--- src/rtl/imem_fetch_ctrl.sv ---
// Instruction-memory fetch controller: loads a program word-by-word into imem,
// then fetches sequentially with stall, redirect and halt-opcode handling.
module imem_fetch_ctrl (
  input  logic        clk,
  input  logic        rst_n,
  input  logic        load_start,
  input  logic        load_valid,
  input  logic [15:0] load_data,
  input  logic        load_last,
  output logic        load_ready,
  input  logic        run,
  input  logic        stall,
  input  logic        redirect_valid,
  input  logic [7:0]  redirect_pc,
  output logic [7:0]  imem_addr,
  output logic        imem_we,
  output logic [15:0] imem_wdata,
  input  logic [15:0] imem_rdata,
  output logic        if_valid,
  output logic [15:0] if_instr,
  output logic [7:0]  if_pc,
  output logic        halted,
  output logic        busy_load,
  output logic [15:0] instr_count
);

  typedef enum logic [1:0] {S_IDLE, S_LOAD, S_RUN, S_HALT} state_e;

  state_e      state_q, state_d;
  logic [7:0]  pc_q, pc_d;
  logic [7:0]  load_addr_q, load_addr_d;
  logic        if_valid_q, if_valid_d;
  logic [15:0] if_instr_q, if_instr_d;
  logic [7:0]  if_pc_q, if_pc_d;
  logic [15:0] count_q, count_d;
  logic        halted_q, busy_load_q;

  always_ff @(posedge clk or negedge rst_n) begin
    if (!rst_n) begin
      state_q     <= S_IDLE;
      pc_q        <= '0;
      load_addr_q <= '0;
      if_valid_q  <= 1'b0;
      if_instr_q  <= '0;
      if_pc_q     <= '0;
      count_q     <= '0;
      halted_q    <= 1'b0;
      busy_load_q <= 1'b0;
    end else begin
      state_q     <= state_d;
      pc_q        <= pc_d;
      load_addr_q <= load_addr_d;
      if_valid_q  <= if_valid_d;
      if_instr_q  <= if_instr_d;
      if_pc_q     <= if_pc_d;
      count_q     <= count_d;
      // Status flags are registered copies of the next state so they track it exactly.
      halted_q    <= (state_d == S_HALT);
      busy_load_q <= (state_d == S_LOAD);
    end
  end

  always_comb begin
    state_d     = state_q;
    pc_d        = pc_q;
    load_addr_d = load_addr_q;
    if_valid_d  = if_valid_q;
    if_instr_d  = if_instr_q;
    if_pc_d     = if_pc_q;
    count_d     = count_q;
    load_ready  = 1'b0;
    imem_we     = 1'b0;
    imem_addr   = pc_q;
    imem_wdata  = '0;

    unique case (state_q)
      S_IDLE, S_HALT: begin
        if (state_q == S_HALT) if_valid_d = 1'b0;
        if (load_start) begin
          state_d     = S_LOAD;
          load_addr_d = '0;
        end else if (run) begin
          state_d = S_RUN;
          pc_d    = '0;
          count_d = '0;
        end
      end
      S_LOAD: begin
        load_ready = 1'b1;
        imem_addr  = load_addr_q;
        imem_we    = load_valid;
        imem_wdata = load_data;
        if (load_valid) begin
          // The top address ends the load and the pointer parks there instead of wrapping.
          if (load_last || load_addr_q == 8'hFF) state_d = S_IDLE;
          if (load_addr_q != 8'hFF) load_addr_d = load_addr_q + 8'd1;
        end
      end
      S_RUN: begin
        if (redirect_valid) begin
          pc_d       = redirect_pc;
          if_valid_d = 1'b0;
        end else if (!stall) begin
          if_instr_d = imem_rdata;
          if_pc_d    = pc_q;
          if_valid_d = 1'b1;
          count_d    = (count_q == 16'hFFFF) ? count_q : count_q + 16'd1;
          if (imem_rdata[15:12] == 4'hF) state_d = S_HALT;
          else                           pc_d    = pc_q + 8'd1;
        end
      end
      default: state_d = S_IDLE;
    endcase
  end

  assign if_valid    = if_valid_q;
  assign if_instr    = if_instr_q;
  assign if_pc       = if_pc_q;
  assign halted      = halted_q;
  assign busy_load   = busy_load_q;
  assign instr_count = count_q;

endmodule

--- config.mk ---
export PLATFORM = sky130hd
export DESIGN_NAME = imem_fetch_ctrl
export DESIGN_NICKNAME = d
export VERILOG_FILES = /design/src/rtl/imem_fetch_ctrl.sv
export SDC_FILE = /design/constraint.sdc
export NUM_CORES = 1
export LEC_CHECK = 0
export ABC_AREA = 1
export CAP_MARGIN = 15
export CORE_MARGIN = 3
export CORE_UTILIZATION = 44
export DETAILED_ROUTE_END_ITERATION = 6
export PLACE_DENSITY = 0.77
export SYNTH_ARGS = -nofsm -noshare
export SYNTH_HDL_FRONTEND = slang
export SYNTH_SLANG_ARGS = --single-unit
--- constraint.sdc ---
create_clock -name clk -period 4.1 [get_ports clk]
set_input_delay 0.82 -clock clk [delete_from_list [all_inputs] [get_ports clk]]
set_output_delay 0.82 -clock clk [all_outputs]
set_load 0.01 [all_outputs]
[Yosys cells after proc, flatten, opt, wreduce, memory -nomap -nowiden]
Cells that the tools add are included.
Cells by class
  reductions and logical operators: 10
  div/mod/pow operators: 0
  multipliers: 0
  shift-type cells: 0
  magnitude comparators: 0
  bitwise gates (word level): 2
  $add $sub $neg: 3
  muxes and demuxes: 32
  equality and inequality tests: 20
Operator list (count)
  16-bit two-way mux: 6
  8-bit two-way mux: 9
  16-bit one-hot mux with 2 select lines: 1
  8-bit one-hot mux with 2 select lines: 2
  2-bit inequality test, second input constant: 9
  16-bit by 1-bit adder with 16-bit output, second input constant: 1
  8-bit by 1-bit adder with 8-bit output, second input constant: 2
  16-bit equality test, second input constant: 1
  2-bit two-way mux: 7
  8-bit equality test, second input constant: 1
  8-bit inequality test, second input constant: 1
  2-bit equality test, second input constant: 3
  3-bit inequality test, second input constant: 2
  2-bit one-hot mux with 3 select lines: 1
  3-bit AND reduction: 2
  6-bit AND reduction: 1
  1-bit two-way mux: 5
  5-bit AND reduction: 1
  2-bit by 1-bit equality test with 1-bit output, second input constant: 2
  4-bit equality test, second input constant: 1
  4-bit AND reduction: 1
  2-bit nonzero test: 2
  2-bit zero test: 1
  1-bit inverter: 2
  3 further kinds: 3
Storage, ports and cells
  memories kept: 0
  bits in latches: 0
  bits in writable memories: 0
  word-level logic and storage cells: 76
  register bits after elaboration: 61
  bits in read-only memories: 0

[Depth between registers and ports, before layout]
  depth in word-level cells: 6
  mapped depth: 11
  mapped depth without buffers: 11

[Least setup slack after synthesis]
OpenSTA, ideal clock, no wires.
  path kind: register -> output
  start point: reg state_q[1]
  end point: out imem_addr[6]
  stages on the path, launching flop included: 7
  data arrival time: 1292 ps
  slack: 1988 ps
  path buffers: 2
  required time: 3280 ps
  cell sequence: dfrtp_1 inv_1 ha_1 buf_2 clkbuf_1 nand2_1 o21ai_0
Between the ends
  cells in the longest elaborated chain, start to end: 2
RTL lines
  from (decl): line 29  | state_e state_q, state_d;
  from (signal assigned): line 50  | state_q <= state_d;
  2-bit by 1-bit equality test with 1-bit output: line 76  | unique case (state_q)
  8-bit two-way mux: line 76
  to (decl): line 15  | output logic [7:0] imem_addr,
Every way passes these cells.

[Final worst setup path]
  start point: reg state_q[1]
  end point: out imem_wdata[12]
Between the ends
  cells in the longest elaborated chain, start to end: 2
RTL lines
  2-bit by 1-bit equality test with 1-bit output: line 76
  16-bit two-way mux: line 76
  to (decl): line 17  | output logic [15:0] imem_wdata,
Every way passes these cells.

==> out/qor.txt <==
Leakage: 2.46 nW
Period minus WS final: 3.24 ns
Boundary Pins: 117
Die area: 0.00924 mm²
DRT Pass-1 Iters: 4
DR vias/cell: 4.92
CP max FO: 24
Post-CTS Setup Bufs: 0
Number of synthesized flops with an enable pin: 0
Clock-pin slew on the worst setup and hold paths: 0.07 ns
Initial Util: 0.458
Post-Syn Instances: 512
Worst setup EP type: output pin
Pwr Density: 580 mW/mm²
Area growth from synthesis to layout: 39.4%
Total of max-cap violations: 0
RSZ-0062 raised after global routing: no
Global Route Usage Sum: 0.208
Fillers: 697
Num Clock Sinks: 61
Global routing usage on met1: 0.269
Crit path kind: flip-flop to output pin
Async SR Flop Fraction: 1.00
N_diodes: 0
Final core utilization: 0.638
Largest net degree at the start of global routing: 45
DR vias: 3,600
Slew HR: 0.372
NumNets Final: 679
Core area: 0.00781 mm²
Iter 0 DRT Violations: 182
CP cell instances: inv_1 > ha_1 > buf_4 > nand2_1 > inv_1 > clkdlybuf4s50_1
FP Rows: 32
Pre-CTS WS: 1.19 ns
Post-synthesis register bit count: 61
Yosys warnings: 0
Period utilization: 0.791
Syn nets: 566
Reg2reg setup slack: 1.28 ns
Die Ht: 96.1 µm
Number of nets with antenna violations after routing: 0
Gr ovfl total: 0
Endpoints failing hold: 0
DRT Wirelength: 9370 µm
Vias in the first global route: 3,343
PostCTS Resize Cnt: 0
Mean post-synth cell area: 6.98 µm²
DRC Markers: 0
Clk_skew: 0.00582 ns
FMAX: 309 MHz
TNS Setup: 0 ns
Status: completed
Final setup violation count: 0
Num CTS Buffers: 9
CP max-delay cell: ha_1
Wire length per cell: 12.8 µm
Post-synth cell types: 33
Met3 Track Usage GR: 0.0407
Met2 usage: 0.344
Buf/Inv on CP: 4
Htree depth: 3
Capture point of the worst reg-to-reg path: if_instr[15]
Kind of cell adding the most delay to the critical path: buffers and inverters
Final HPWL DP: 7020 µm
R2r startpoint: state_q[0]
Die width: 96.1 µm
Peak supply drop: 0.000330 V
Startpoint types: flip-flop
Crit path top cell by count: inv_1
Hold Path Depth: 2
Fraction of layout cells with a size suffix above 1: 0.0619
Hold wc startpoint: if_instr[11]
Port bufs: 116
Sequential-to-total area share from yosys stat: 0.427
Routability congestion estimate: 0.922
Initial antenna violation count: 0
# hold bufs at CTS: 0
Slew Viols, Final: 0
Post-Syn Area: 0.00357 mm²
GR peak layer: met2
Worst hold path class: flip-flop to flip-flop
Clk root buf: clkbuf_8
Path depth of the worst reg2reg path: 9
Crit-path max cell delay: 0.57 ns
WHS Endpoint: if_instr[11]
CTS tree: built
Prevailing post-synth register cell: dfrtp_1
Least-Margin Pin Slew: 0.943 ns
CTS max path bufs: 2
Worst Setup Slack, final: 0.859 ns
Critical Path RT: 3.28 ns
Critical Path AT: 2.42 ns
First-pass GRT wire length: 15,200 µm
Worst-Skew Late Latency: 0.33 ns
## cell usage after synthesis (all sizes together), types with 2 or more instances
| library cell | n | area [µm²] |
|---|---|---|
| dfrtp | 61 | 1530 |
| a21oi | 21 | 109 |
| o21a | 2 | 15.0 |
| nand3 | 26 | 135 |
| nand3b | 2 | 15.0 |
| nand2 | 201 | 774 |
| inv | 66 | 248 |
| a22oi | 2 | 15.0 |
| o21bai | 2 | 15.0 |
| clkbuf | 5 | 18.8 |
| ha | 6 | 75.1 |
| o21ai | 37 | 185 |
| buf | 11 | 63.8 |
| nor2 | 44 | 195 |
| xor2 | 7 | 61.3 |
| nand4 | 12 | 75.1 |
## through the flow
step                      total power (W)  hold slack, ns  std cells  area [µm²]
final                             0.00289           0.471        732        4980
after global routing              0.00312           0.482        732        4980
after CTS                         0.00292           0.475        732        4980
after detailed placement          0.00238           0.461        716        4790
after global placement            0.00234           0.453        716        4790
after floorplan                   0.00170           0.496        512        3570
## cells in the final DEF (no fill, tap or decap), drive strengths merged, types with 2 or more instances in the layout
cell / n
a21oi: 21
a22oi: 2
buf: 3
clkbuf: 11
clkdlybuf4s50: 115
clkinv: 5
dfrtp: 61
ha: 6
inv: 66
nand2: 201
nand3: 26
nand3b: 2
nand4: 12
nor2: 44
o21a: 2
o21ai: 37
o21bai: 2
xor2: 7
## logic make-up (layout without fill, tap and decap cells)
kind of cell,Yosys count,in the layout,synth area share
fa+ha+maj,6,6,0.0210
flops,61,61,0.427
buf+inv,83,201,0.0935
xor+xnor,8,8,0.0196
compound gates,67,67,0.101
simple gates,287,287,0.338
## sequential cells by signal, summed over array words and instances, names as in the netlist
register	flops
if_valid	1
halted	1
pc_q	8
if_instr	16
if_pc	8
busy_load	1
instr_count	16
state_q	2
load_addr_q	8
## report_power, final
group	total [W]	internal [W]	leakage, nW	switching, W
Clock	0.000519	0.000293	0.103	0.000226
Combinational	0.00145	0.000669	1.56	0.000784
Sequential	0.000919	0.000796	0.799	0.000123
## metal layers
metal / part of all wire / up-vias
li1: - / 1825
met1: 0.44 / 1636
met2: 0.47 / 126
met3: 0.073 / 13
met4: 0.017 / 0
met5: 0 / -
## worst reg2reg max path, cell delays in order, from the launching register on
cell and delay [ns]:
dfrtp_1 0.42, inv_1 0.10, ha_1 0.63, inv_2 0.28, nor2_4 0.29, inv_2 0.10
nor2_4 0.33, inv_2 0.33, nand2_1 0.15, o21ai_1 0.07
## area by class of cell
class / count / area (µm²) / share of cell area
Timing Repair Buffer: 118 / 1170 / 0.235
Sequential cell: 61 / 1530 / 0.306
Multi-Input combinational cell: 368 / 1710 / 0.344
Inverter: 67 / 251 / 0.0505
Clock inverter: 5 / 50.0 / 0.0100
Tap cell: 102 / 128 / 0.0256
Clock buffer: 11 / 141 / 0.0284
## worst max path at each step
stage	from	to	slack, ns	cells after the start
after global routing	state_q[1]	imem_wdata[12]	0.59	6
after floorplan	state_q[1]	imem_addr[6]	1.99	6
after detailed placement	state_q[1]	imem_wdata[7]	1.19	6
after CTS	state_q[1]	imem_wdata[11]	0.82	6
after global placement	state_q[1]	imem_wdata[6]	1.26	6
final	state_q[1]	imem_wdata[12]	0.86	6
(Power assumes the default switching activity.)
